[src/rtl/dz_scan.sv]
// 8x8 bicolour dot-matrix scanner: one row per SCAN_DIV-cycle slot, images from a 16-entry ROM.
// Optional blink of the green image every 16 frames when compiled with DZ_BLINK_EN.
module dz_scan #(
    parameter int unsigned SCAN_DIV = 1000
) (
    input  logic       clk,
    input  logic       rst,
    input  logic       st,
    input  logic       ld,
    input  logic [3:0] num,
    input  logic       fail,
    output logic [7:0] row,
    output logic [7:0] colg,
    output logic [7:0] colr
);

    typedef enum logic {S_IDLE, S_SCAN} state_t;

    localparam logic [15:0] PRESC_TC = 16'(SCAN_DIV - 1);

    state_t      state_q, state_d;
    logic [15:0] presc_q, presc_d;
    logic [2:0]  rowcnt_q, rowcnt_d;
    logic [3:0]  cur_img_q, cur_img_d;
    logic [3:0]  pend_img_q, pend_img_d;
    logic [7:0]  row_q, row_d;
    logic [7:0]  colg_q, colg_d;
    logic [7:0]  colr_q, colr_d;
    logic [7:0]  rom_data;
    logic        cols_off;

    // Bit i of a ROM byte lights column i; images 14/15 are the all-on/all-off test patterns.
    function automatic logic [7:0] img_rom(input logic [6:0] addr);
        logic [7:0] d;
        d = 8'h00;
        case (addr)
            7'd0:   d = 8'h18;  7'd1:   d = 8'h3C;  7'd2:   d = 8'h7E;  7'd3:   d = 8'h7E;
            7'd4:   d = 8'hFF;  7'd5:   d = 8'hFF;  7'd6:   d = 8'h7E;  7'd7:   d = 8'h3C;
            7'd8:   d = 8'h18;  7'd9:   d = 8'h3C;  7'd10:  d = 8'h76;  7'd11:  d = 8'h6E;
            7'd12:  d = 8'hFF;  7'd13:  d = 8'hFB;  7'd14:  d = 8'h7E;  7'd15:  d = 8'h3C;
            7'd16:  d = 8'h24;  7'd17:  d = 8'h5A;  7'd18:  d = 8'h3C;  7'd19:  d = 8'h66;
            7'd20:  d = 8'hFF;  7'd21:  d = 8'hFF;  7'd22:  d = 8'h7E;  7'd23:  d = 8'h3C;
            7'd24:  d = 8'h3C;  7'd25:  d = 8'h42;  7'd26:  d = 8'hA5;  7'd27:  d = 8'h81;
            7'd28:  d = 8'h7E;  7'd29:  d = 8'h3C;  7'd30:  d = 8'h24;  7'd31:  d = 8'h66;
            7'd32:  d = 8'h81;  7'd33:  d = 8'hC3;  7'd34:  d = 8'hBD;  7'd35:  d = 8'h99;
            7'd36:  d = 8'hFF;  7'd37:  d = 8'h7E;  7'd38:  d = 8'h3C;  7'd39:  d = 8'h24;
            7'd40:  d = 8'hE7;  7'd41:  d = 8'hA5;  7'd42:  d = 8'hFF;  7'd43:  d = 8'hDB;
            7'd44:  d = 8'hFF;  7'd45:  d = 8'h7E;  7'd46:  d = 8'h66;  7'd47:  d = 8'hC3;
            7'd48:  d = 8'h66;  7'd49:  d = 8'h66;  7'd50:  d = 8'h66;  7'd51:  d = 8'h7E;
            7'd52:  d = 8'hDB;  7'd53:  d = 8'hFF;  7'd54:  d = 8'h7E;  7'd55:  d = 8'h3C;
            7'd56:  d = 8'h08;  7'd57:  d = 8'h1C;  7'd58:  d = 8'hBE;  7'd59:  d = 8'hFF;
            7'd60:  d = 8'hFF;  7'd61:  d = 8'hBE;  7'd62:  d = 8'h1C;  7'd63:  d = 8'h08;
            7'd64:  d = 8'h00;  7'd65:  d = 8'h66;  7'd66:  d = 8'hFF;  7'd67:  d = 8'h7E;
            7'd68:  d = 8'h3C;  7'd69:  d = 8'h18;  7'd70:  d = 8'h00;  7'd71:  d = 8'h00;
            7'd72:  d = 8'h00;  7'd73:  d = 8'h3C;  7'd74:  d = 8'h42;  7'd75:  d = 8'h5A;
            7'd76:  d = 8'h52;  7'd77:  d = 8'h3E;  7'd78:  d = 8'h7F;  7'd79:  d = 8'h00;
            7'd80:  d = 8'h66;  7'd81:  d = 8'hFF;  7'd82:  d = 8'hDB;  7'd83:  d = 8'hFF;
            7'd84:  d = 8'h7E;  7'd85:  d = 8'h42;  7'd86:  d = 8'h7E;  7'd87:  d = 8'h00;
            7'd88:  d = 8'hC3;  7'd89:  d = 8'h66;  7'd90:  d = 8'hDB;  7'd91:  d = 8'hDB;
            7'd92:  d = 8'h7E;  7'd93:  d = 8'h3C;  7'd94:  d = 8'h24;  7'd95:  d = 8'h00;
            7'd96:  d = 8'hC3;  7'd97:  d = 8'hE7;  7'd98:  d = 8'h7E;  7'd99:  d = 8'h5A;
            7'd100: d = 8'h7E;  7'd101: d = 8'h3C;  7'd102: d = 8'h18;  7'd103: d = 8'h00;
            7'd104: d = 8'h00;  7'd105: d = 8'h3C;  7'd106: d = 8'h7E;  7'd107: d = 8'hFF;
            7'd108: d = 8'hFF;  7'd109: d = 8'h7E;  7'd110: d = 8'h5A;  7'd111: d = 8'h00;
            7'd112, 7'd113, 7'd114, 7'd115,
            7'd116, 7'd117, 7'd118, 7'd119: d = 8'hFF;
            default: d = 8'h00;
        endcase
        return d;
    endfunction

`ifdef DZ_BLINK_EN
    logic [4:0] blink_q, blink_d;
    logic       frame_wrap;

    assign frame_wrap = (state_q == S_SCAN) && st && (presc_q == PRESC_TC) && (rowcnt_q == 3'd7);
    assign blink_d    = frame_wrap ? blink_q + 5'd1 : blink_q;
    assign cols_off   = fail & blink_d[4];

    always_ff @(posedge clk) begin
        if (rst) begin
            blink_q <= 5'd0;
        end else begin
            blink_q <= blink_d;
        end
    end
`else
    assign cols_off = 1'b0;
`endif

    // Outputs are registered from the next-state values so they line up with the state they describe.
    always_ff @(posedge clk) begin
        if (rst) begin
            state_q    <= S_IDLE;
            presc_q    <= 16'd0;
            rowcnt_q   <= 3'd0;
            cur_img_q  <= 4'd15;
            pend_img_q <= 4'd15;
            row_q      <= 8'hFF;
            colg_q     <= 8'h00;
            colr_q     <= 8'h00;
        end else begin
            state_q    <= state_d;
            presc_q    <= presc_d;
            rowcnt_q   <= rowcnt_d;
            cur_img_q  <= cur_img_d;
            pend_img_q <= pend_img_d;
            row_q      <= row_d;
            colg_q     <= colg_d;
            colr_q     <= colr_d;
        end
    end

    // A new image is only committed at frame start so a frame is never torn.
    always_comb begin
        state_d    = state_q;
        presc_d    = presc_q;
        rowcnt_d   = rowcnt_q;
        cur_img_d  = cur_img_q;
        pend_img_d = ld ? num : pend_img_q;
        unique case (state_q)
            S_IDLE: begin
                presc_d  = 16'd0;
                rowcnt_d = 3'd0;
                if (st) begin
                    state_d   = S_SCAN;
                    cur_img_d = pend_img_d;
                end
            end
            S_SCAN: begin
                if (!st) begin
                    state_d  = S_IDLE;
                    presc_d  = 16'd0;
                    rowcnt_d = 3'd0;
                end else if (presc_q == PRESC_TC) begin
                    presc_d  = 16'd0;
                    rowcnt_d = rowcnt_q + 3'd1;
                    if (rowcnt_q == 3'd7) begin
                        cur_img_d = pend_img_d;
                    end
                end else begin
                    presc_d = presc_q + 16'd1;
                end
            end
            default: state_d = S_IDLE;
        endcase
    end

    always_comb begin
        row_d    = 8'hFF;
        colg_d   = 8'h00;
        colr_d   = 8'h00;
        rom_data = img_rom({cur_img_d, rowcnt_d});
        if ((state_d == S_SCAN) && (presc_d != 16'd0)) begin
            row_d = ~(8'd1 << rowcnt_d);
            if (!cols_off) begin
                if (fail) begin
                    colg_d = rom_data;
                end else begin
                    colr_d = rom_data;
                end
            end
        end
    end

    assign row  = row_q;
    assign colg = colg_q;
    assign colr = colr_q;

endmodule

[config.mk]
export PLATFORM = sky130hd
export DESIGN_NAME = dz_scan
export DESIGN_NICKNAME = d
export VERILOG_FILES = /design/src/rtl/dz_scan.sv
export SDC_FILE = /design/constraint.sdc
export NUM_CORES = 1
export LEC_CHECK = 0
export ABC_AREA = 1
export BUFFER_PORTS_ARGS = -buffer_cell sky130_fd_sc_hd__clkbuf_2
export CORE_UTILIZATION = 31
export CTS_BUF_LIST = sky130_fd_sc_hd__clkbuf_4 sky130_fd_sc_hd__clkbuf_8
export DETAILED_ROUTE_END_ITERATION = 12
export HOLD_SLACK_MARGIN = 0.02
export PLACE_DENSITY_LB_ADDON = 0.15
export SETUP_SLACK_MARGIN = 0.05
export SLEW_MARGIN = 20
export SYNTH_ARGS = -nofsm -noshare
export SYNTH_HDL_FRONTEND = slang
export SYNTH_SLANG_ARGS = --single-unit
[constraint.sdc]
create_clock -name clk -period 5.06 [get_ports clk]
set_clock_uncertainty 0.2 [all_clocks]
set_input_delay 0.506 -clock clk [delete_from_list [all_inputs] [get_ports clk]]
set_output_delay 0.506 -clock clk [all_outputs]
set_load 0.1 [all_outputs]
After elaboration in Yosys (flattened, before gate mapping)
Memories as Yosys holds them, arrays and structs flattened.
Cells that the tools add are included.
- register bits after elaboration: 52
- latch bits: 0
- bits in writable memories: 0
- ROM bits: 1024
- input port bits: 9
- output and inout port bits: 24
- logic and storage cells: 36
- memories kept: 1
- memories (name ; depth ; width ; read ports ; clocked after memory_dff ; write ports ; RTL line ; text):
    (name not given) ; 128 ; 8 ; 1 ; 0 ; 0 ; 36 ; case (addr)
- $add $sub $neg: 2
- multipliers: 0
- div/mod/pow operators: 0
- $lt $le $gt $ge: 0
- equal/unequal tests: 2
- shifts and indexed selects: 1
- mux-type cells: 13
- bitwise logic cells: 4
- reductions and logical operators: 5
- operator list (operator ; count):
    two-way mux 16 bit ; 2
    case mux 16 bit (2 select lines) ; 1
    two-way mux 4 bit ; 5
    adder 16 x 1 -> 16 bit (second input constant) ; 1
    == test 16 x 10 -> 1 bit (second input constant) ; 1
    nonzero test 16 bit ; 1
    NOT 8 bit ; 1
    case mux 4 bit (2 select lines) ; 1
    << shifter 1 x 3 -> 8 bit (first input constant) ; 1
    two-way mux 3 bit ; 2
    case mux 3 bit (2 select lines) ; 1
    OR reduction 3 bit ; 2
    adder 3 x 1 -> 3 bit (second input constant) ; 1
    == test 3 bit (second input constant) ; 1
    NOT 1 bit ; 3
    OR reduction 2 bit ; 1
    logical AND 1 bit ; 1
    two-way mux 1 bit ; 1

Logic depth before layout (Yosys ltp)
Gate-level depths: netlist of the first run.
- word-level depth: 8
- gate-level depth with buffers: 21

Least setup slack after synthesis of the first run
OpenSTA, ideal clock, no wires.
- kind: register -> register
- start point: register presc_q[0]
- end point: register colr_q[0] (netlist: colr[0])
- library setup time: 0.119 ns
- data arrival time: 2.256 ns
- required time: 4.741 ns
- setup slack: 2.486 ns
- stages on the path, launching flop included: 19
- buffers on the path: 0
- cell sequence: dfxtp_1 ha_1 nand2_1 inv_2 nand2_2 nor2_4 nand2_4 nand2_1 nand3_2 inv_1 ha_1 nor2_1 nor2_1 o21ai_0 nand3_1 nand2_1 nand2_1 nand2_1 nor2_1
- elaborated cells between the ends (all ways): 16
- classes of those cells: add/sub (1); eq/ne (1); mux (9); bitwise (1); reduce/logical (3); memory (1)
- RTL lines (element ; RTL line ; text):
    start: declaration ; 22 ; logic [15:0] presc_q, presc_d;
    start signal: assignment ; 104 ; presc_q <= presc_d;
    == test 16 x 10 -> 1 bit ; 135 ; end else if (presc_q == PRESC_TC) begin
    two-way mux 3 bit ; 135 ;
    two-way mux 3 bit ; 131 ; if (!st) begin
    case mux 3 bit (2 select lines) ; 121 ; unique case (state_q)
    net rowcnt_d[1] ; 23 ; logic [2:0] rowcnt_q, rowcnt_d;
    memory (128 x 8 bit) ; -- ;
    end signal: assignment ; 110 ; colr_q <= colr_d;
    end: declaration ; 28 ; logic [7:0] colr_q, colr_d;
The timed path passes the listed nets, and every way through them passes these cells.
A chain may end at the register's enable or synchronous reset.

Worst setup path after layout of the first run
- start point: register presc_q[0]
- end point: register colr_q[7] (netlist: colr[7])
The elaborated chain is that of the path after synthesis.

==> impl_results.md, run 1 <==
* #FFs+latches synth at 52
* Antenna diodes at 0
* Port Buf Inserts at 32
* Remaining global-route overflow at 0
* Design Area, Final at 3550 um^2
* Worst Setup EP: colr[7]
* P&R area growth vs syn at 10.3%
* Max Freq at 331 MHz
* Share of synthesized registers carrying an async set or reset at 0%
* Seq/Total Area, Yosys at 32.4%
* RSZ-0062 raised after global routing: no
* CTS H-tree lvls at 2
* Crit path from: presc_q[0]
* Placer Congestion at 0.891
* Mean Syn Cell Area at 6.47 um^2
* Routed WL at 8330 um
* Cell variety after synth at 35
* Critical Path AT at 3020 ps
* Root buffer cell: clkbuf_8
* Register area at 1040 um^2
* Worst Hold Class: in -> reg
* R2r startpoint: presc_q[0]
* Final setup vio count at 0
* Clock sink count at 52
* First-pass GRT wire length at 14,600 um
* Die Height at 104 um
* Reg2Reg Depth at 18
* Count leader, synth: nand2_1
* Overall power at 0.809 mW
* Post_cts resized at 0
* Run status: complete, no violations
* Routed Antenna Nets at 0
* Hold Buf Count CTS at 0
* Leak pwr at 1.79 nW
* Die X at 104 um
* Full die area at 10,800 um^2
* Worst-skew pair later-pin latency at 310 ps
* VDD IR max at 0.000108 V
* Setup TNS at 0 ps
* Core Region at 9910 um^2
* Clk buf depth at 2
* Num rows at 36
* Synth Flop Type: dfxtp_1
* Initial core utilization at 32.5%
* Kind of critical path: reg -> reg
* Worst hold start: num[3]
* Total CTS buffers at 5
* Nets at 544
* Multi-input logic area at 1910 um^2
* CP Launch Type: flop
* Fin. Hold Viols at 0
* Share of cells above drive strength 1 at 14.3%
* Iter 0 DRT Violations at 177
* Fin crit share at 59.7%
* Antenna violations before repair at 0
* Cells after Synth at 497
* Vias per Instance at 4.82
* Synth top area cells: dfxtp_1, nand2_1, nand3_1
* Crit Reg-Reg Endpoint: colr[7]
* Max Cap Viol at 0
* DRC at 0
* Slew HR at 63.5%
* Worst Path Required at 5060 ps
* Worst slew pin tran at 550 ps
* Reg clk slew, reported paths at 90 ps
* Setup bufs post-CTS at 0
* Place WS at 2040 ps
* Syn_nets at 518
* CTS tree: yes
* Crit path time final at 3020 ps
* Post-DP Area at 3450 um^2
* WHS at 257 ps
* Vias in the first global route at 3,062
* Synth top area share at 32.4%
* Power per cell area at 228 nW/um^2
* Wire per inst at 12.7 um
* Ys Warns at 0
* Fillers at 1,088
* CP endpoint kind: flop
* Post-synth EDFFs at 0
* GRT Util Overall at 16.5%
* First-pass DRT Iterations at 4
* Largest net degree at the start of global routing at 27
* Synthesized area at 3220 um^2
* I/O pin count at 33
* Final worst slack at 2040 ps
* Critical Path Fanout Max at 10
* Register-to-Register Setup Slack at 2040 ps
* Synth area leader: dfxtp_1
* Final HPWL DP at 6450 um
* Slew Limit Fails at 0
* Via count at 3,164
* Synth top cells by count: nand2_1, nor2_1, nand3_1
==> per-stage QoR <==
| step | utilization, % | cells |
|---|---|---|
| 2_1_floorplan | - | 497 |
| 3_3_place_gp | 34.9 | 649 |
| 3_5_place_dp | 34.9 | 649 |
| 4_1_cts | 35.8 | 657 |
| 5_1_grt | 35.8 | 657 |
| 6_report | 35.8 | 657 |
==> cells in the final DEF (no fill, tap or decap), types with 5 or more instances in the layout <==
master    instances
nand2_4           5
clkbuf_8          6
inv_1            39
ha_1             12
o21ai_0          20
clkbuf_2         32
dfxtp_1          52
a21oi_1          14
nand3_1          56
o211ai_1          9
nand3_2           5
nand2_1         153
nor2_2            5
nand2_2           8
nor2_1           66
nand4_1           8
inv_2             5
==> worst min-delay path by stage <==
| stage | end | slack, ps | cells past startpoint |
|---|---|---|---|
| 3_3_place_gp | pend_img_q[2] | 280 | 2 |
| 2_1_floorplan | pend_img_q[1] | 240 | 2 |
| 4_1_cts | pend_img_q[3] | 250 | 3 |
| 3_5_place_dp | pend_img_q[3] | 280 | 2 |
| 6_report | pend_img_q[3] | 260 | 3 |
| 5_1_grt | pend_img_q[2] | 300 | 3 |
==> metal layers <==
metal,global-route usage (%),vias to the layer above,wire (um)
li1,-,1643,-
met1,21.9,1461,4090
met2,27.9,53,3900
met3,2.26,7,224
met4,4.49,0,108
met5,0,-,0
==> registers in the layout, summed over array words and instances (netlist names) <==
signal      count
colg            8
colr            8
presc_q        16
state_q         1
cur_img_q       4
pend_img_q      4
rowcnt_q        3
row             8
==> final cells by class <==
class,instances,share of cell area [%]
Tap cell,133,4.69
Clock buffer,6,2.33
Inverter,48,5.11
Clock inverter,2,0.282
Timing Repair Buffer,32,4.52
Sequential cell,52,29.3
Multi-Input combinational cell,384,53.7
==> cell families (layout without fill, tap and decap cells) <==
logic type	count (synthesis)	count (layout)	share of synthesized area (%)
adders and majority gates	12	12	4.67
AOI/OAI and AO/OA	47	47	8.21
buffers and inverters	61	88	8.40
DFF	52	52	32.4
xor gates and xnor gates	1	1	0.272
and+or+nand+nor	322	322	45.5
muxes	2	2	0.622
==> critical path, cell delays in order, from the launching register on <==
cell and delay, ps:
dfxtp_1 360, ha_1 170, nand2_1 90, inv_2 100, nand2_2 60, nor2_4 190, nand2_4 100, nand2_1 80
nand3_2 230, inv_1 240, ha_1 290, nor2_1 160, nor2_1 70, o21ai_0 220, nand3_1 100, nand2_1 70
nand2_1 60, nand2_1 80, nor2_1 50
==> power by group <==
group	internal (mW)	switching, mW	total, mW
registers	0.416	0.00312	0.419
logic	0.0387	0.106	0.145
clock network	0.109	0.136	0.246
Note: power is estimated with default switching activity, not from simulation.
==> inputs of run 2 (changes only) <==
--- a/config.mk
+++ b/config.mk
@@ -5,7 +5,7 @@
 export SDC_FILE = /design/constraint.sdc
 export NUM_CORES = 1
 export LEC_CHECK = 0
-export ABC_AREA = 1
+export ABC_AREA = 0
 export BUFFER_PORTS_ARGS = -buffer_cell sky130_fd_sc_hd__clkbuf_2
 export CORE_UTILIZATION = 31
 export CTS_BUF_LIST = sky130_fd_sc_hd__clkbuf_4 sky130_fd_sc_hd__clkbuf_8
==> constraint.sdc (replaced) <==
create_clock -name clk -period 2.7 [get_ports clk]
set_clock_uncertainty 0.2 [all_clocks]
set_input_delay 0.27 -clock clk [delete_from_list [all_inputs] [get_ports clk]]
set_output_delay 0.27 -clock clk [all_outputs]
set_load 0.1 [all_outputs]
==> impl_results.md, run 2 <==
* Initial core utilization at 32.1% (-0.34 points)
* R2r startpoint: presc_q[0]
* Syn_nets at 424 (-18%)
* Count leader, synth: dfxtp_1
* Iter 0 DRT Violations at 124 (-30%)
* Full die area at 11,200 um^2 (+3.9%)
* Max Cap Viol at 0 (unchanged)
* First-pass GRT wire length at 16,800 um (+15%)
* Seq/Total Area, Yosys at 31.1% (-1.2 points)
* Leak pwr at 1.87 nW (+4.6%)
* Design Area, Final at 4760 um^2 (+34%)
* Cell Chain, Critical Path: ha_4 -> nor4bb_4 -> and4b_2 -> buf_4 -> mux2i_4 -> nor3_1 -> a211oi_1 -> a21oi_1 -> buf_4 -> o311ai_2 -> buf_4 -> a21oi_1
* Final setup vio count at 16 (+16)
* Die X at 106 um (+1.9%)
* Critical Path Fanout Max at 7 (-3)
* Post-synth EDFFs at 0 (unchanged)
* Worst Hold Class: in -> reg
* RSZ-0062 raised after global routing: yes
* Overall power at 1.62 mW (+100%)
* Wire per inst at 15.4 um (+21%)
* Fin. Hold Viols at 0 (unchanged)
* Bufs and invs on worst path at 3 (+1)
* CTS tree: yes
* Via count at 3,502 (+11%)
* DRC at 0 (unchanged)
* Highest-count cells in the layout ignoring fill and taps: buf_4, dfxtp_1, nor2_1
* Run status: finished, violations left
* Antenna diodes at 0 (unchanged)
* CP endpoint kind: flop
* Critical Path AT at 2930 ps (-90 ps)
* Place WS at -318 ps (-2360 ps)
* Share of cells above drive strength 1 at 40.2% (+26 points)
* Placer Congestion at 0.906 (+1.7%)
* Max Freq at 343 MHz (+3.5%)
* Remaining global-route overflow at 0 (unchanged)
* I/O pin count at 33 (unchanged)
* Slew HR at 63.5% (about the same)
* Total CTS buffers at 5 (unchanged)
* Routed Antenna Nets at 0 (unchanged)
* Synth top area share at 31.1% (-1.2 points)
* Root buffer cell: clkbuf_8
* #FFs+latches synth at 52 (unchanged)
* Clk buf depth at 2 (unchanged)
* CP Launch Type: flop
* Cell family with most CP delay: simple AND/OR/NAND/NOR gates
* Ys Warns at 0 (unchanged)
* Worst-skew pair later-pin latency at 320 ps (about the same)
* Cells after Synth at 403 (-19%)
* Layout Cells excl Fill at 664 (+1.1%)
* Worst hold start: st
* P&R area growth vs syn at 42.3%
* Final HPWL DP at 8020 um (+24%)
* Register-to-Register Setup Slack at -220 ps (-2260 ps)
* Post-DP Area at 4430 um^2 (+28%)
* Final worst slack at -218 ps (-2260 ps)
* Cell variety after synth at 73 (+110%)
* Largest net degree at the start of global routing at 18 (-33%)
* CTS H-tree lvls at 2 (unchanged)
* Slowest CP cell: dfxtp_4
* Slew Limit Fails at 0 (unchanged)
* Share of synthesized registers carrying an async set or reset at 0% (unchanged)
* Vias in the first global route at 3,535 (+15%)
* Synth area leader: dfxtp_1
* Core Util, Final at 45.7% (+9.9 points)
* First-pass DRT Iterations at 5 (+1)
* Most common cell on crit path: buf_4
* Worst slew pin tran at 542 ps (-8.20 ps)
* Synth top cells by count: dfxtp_1, nor2_1, nand2_1
* Violated checks: negative setup slack
* Max incr delay on CP at 370 ps (about the same)
* Vias per Instance at 5.27 (+9.5%)
* Max FFs per register at 16 (unchanged)
* Kind of critical path: reg -> reg
* GRT Util Overall at 18.8% (+2.3 points)
* Core Region at 10,400 um^2 (+5.1%)
* Synthesized area at 3350 um^2 (+4.0%)
* VDD IR max at 0.000166 V (+54%)
* Synth top area cells: dfxtp_1, nor2_1, ha_1
* Synth Flop Type: dfxtp_1
* Crit path time final at 2920 ps (-101 ps)
* Fin crit share at 108% (+48 points)
* Num rows at 37 (+2.8%)
* Most common cell after layout, fill and taps aside: buf_4
* Die Height at 106 um (+1.9%)
* Reg clk slew, reported paths at 100 ps (about the same)
* Clock sink count at 52 (unchanged)
* Worst Path Required at 2710 ps (-2350 ps)
* Nets at 548 (+0.74%)
* Power per cell area at 340 nW/um^2 (+49%)
* Placed cells at 649 (unchanged)
* Routed WL at 10,200 um (+23%)
* Antenna violations before repair at 0 (unchanged)
* Register name with the most flops: presc_q
* Mean Syn Cell Area at 8.30 um^2 (+28%)
* Crit path from: presc_q[0]
* Port Buf Inserts at 32 (unchanged)
[run 2: changes by cell type in the layout (fill, tap and decap cells not counted), sizes merged, moves of 9 or more]
cell	previous run	this run
inv	44	8
mux2i	2	11
nand2b	0	11
nand2	166	28
xnor2	0	11
buf	0	107
nor2	74	46
nand3	61	20
nor3	4	17
[run 2: metrics by stage]
stage | setup TNS, ps | hold slack, ps
3_5_place_dp | -4270 | 361
6_report | -2990 | 56.8
5_1_grt | -5860 | 63.5
4_1_cts | -3120 | 52.1
2_1_floorplan | -2620 | 142
3_3_place_gp | -3650 | 366
[run 2: final cells by class]
cell class	count	area (um^2)
multi-input combinational	321	2410
timing repair buffer	140	1000
clock inverter	2	13.8
clock buffer	6	82.6
inverter	7	36.3
tap	136	170
fill	1037	5650
sequential	52	1050
[run 2: cells by family (layout without fill, tap and decap cells)]
logic type               Yosys count  in the layout  share of synthesized area (%)
flip-flops                        52             52                           31.1
AND/OR/NAND/NOR                  168            168                           26.3
multiplexers                      18             18                           6.13
buffers and inverters             30            155                           4.75
XOR/XNOR                          17             17                           4.45
adder cells (fa/ha/maj)           12             12                           4.49
AO/OA/AOI/OAI                    106            106                           22.8
[run 2: timing repair]
action | CTS | global route
pin swaps | 13 | 4
hold buffers | 1 | 0
buffers inserted | 6 | 0
cloned | 0 | 0
gates resized for setup | 23 | 18
endpoints found under the setup margin | 20 | 20
endpoints found under the hold margin | 1 | 0
[run 2: metal layers]
layer,share of wire (%),GRT usage (%)
met5,0,0
met3,3.7,2.54
met2,50,33.4
met1,43,21.9
met4,3.8,9.62
[run 2: where the power goes]
group	switching, mW	internal (mW)
Sequential	0.00604	0.777
Clock	0.276	0.210
Combinational	0.198	0.154
Total	0.480	1.14
[run 2: final timing paths]
check / to / cells past startpoint
setup / recovery: colr[2] / 12
hold reg to reg: presc_q[0] / 2
setup reg to reg: colr[2] / 12
hold / removal: state_q / 2
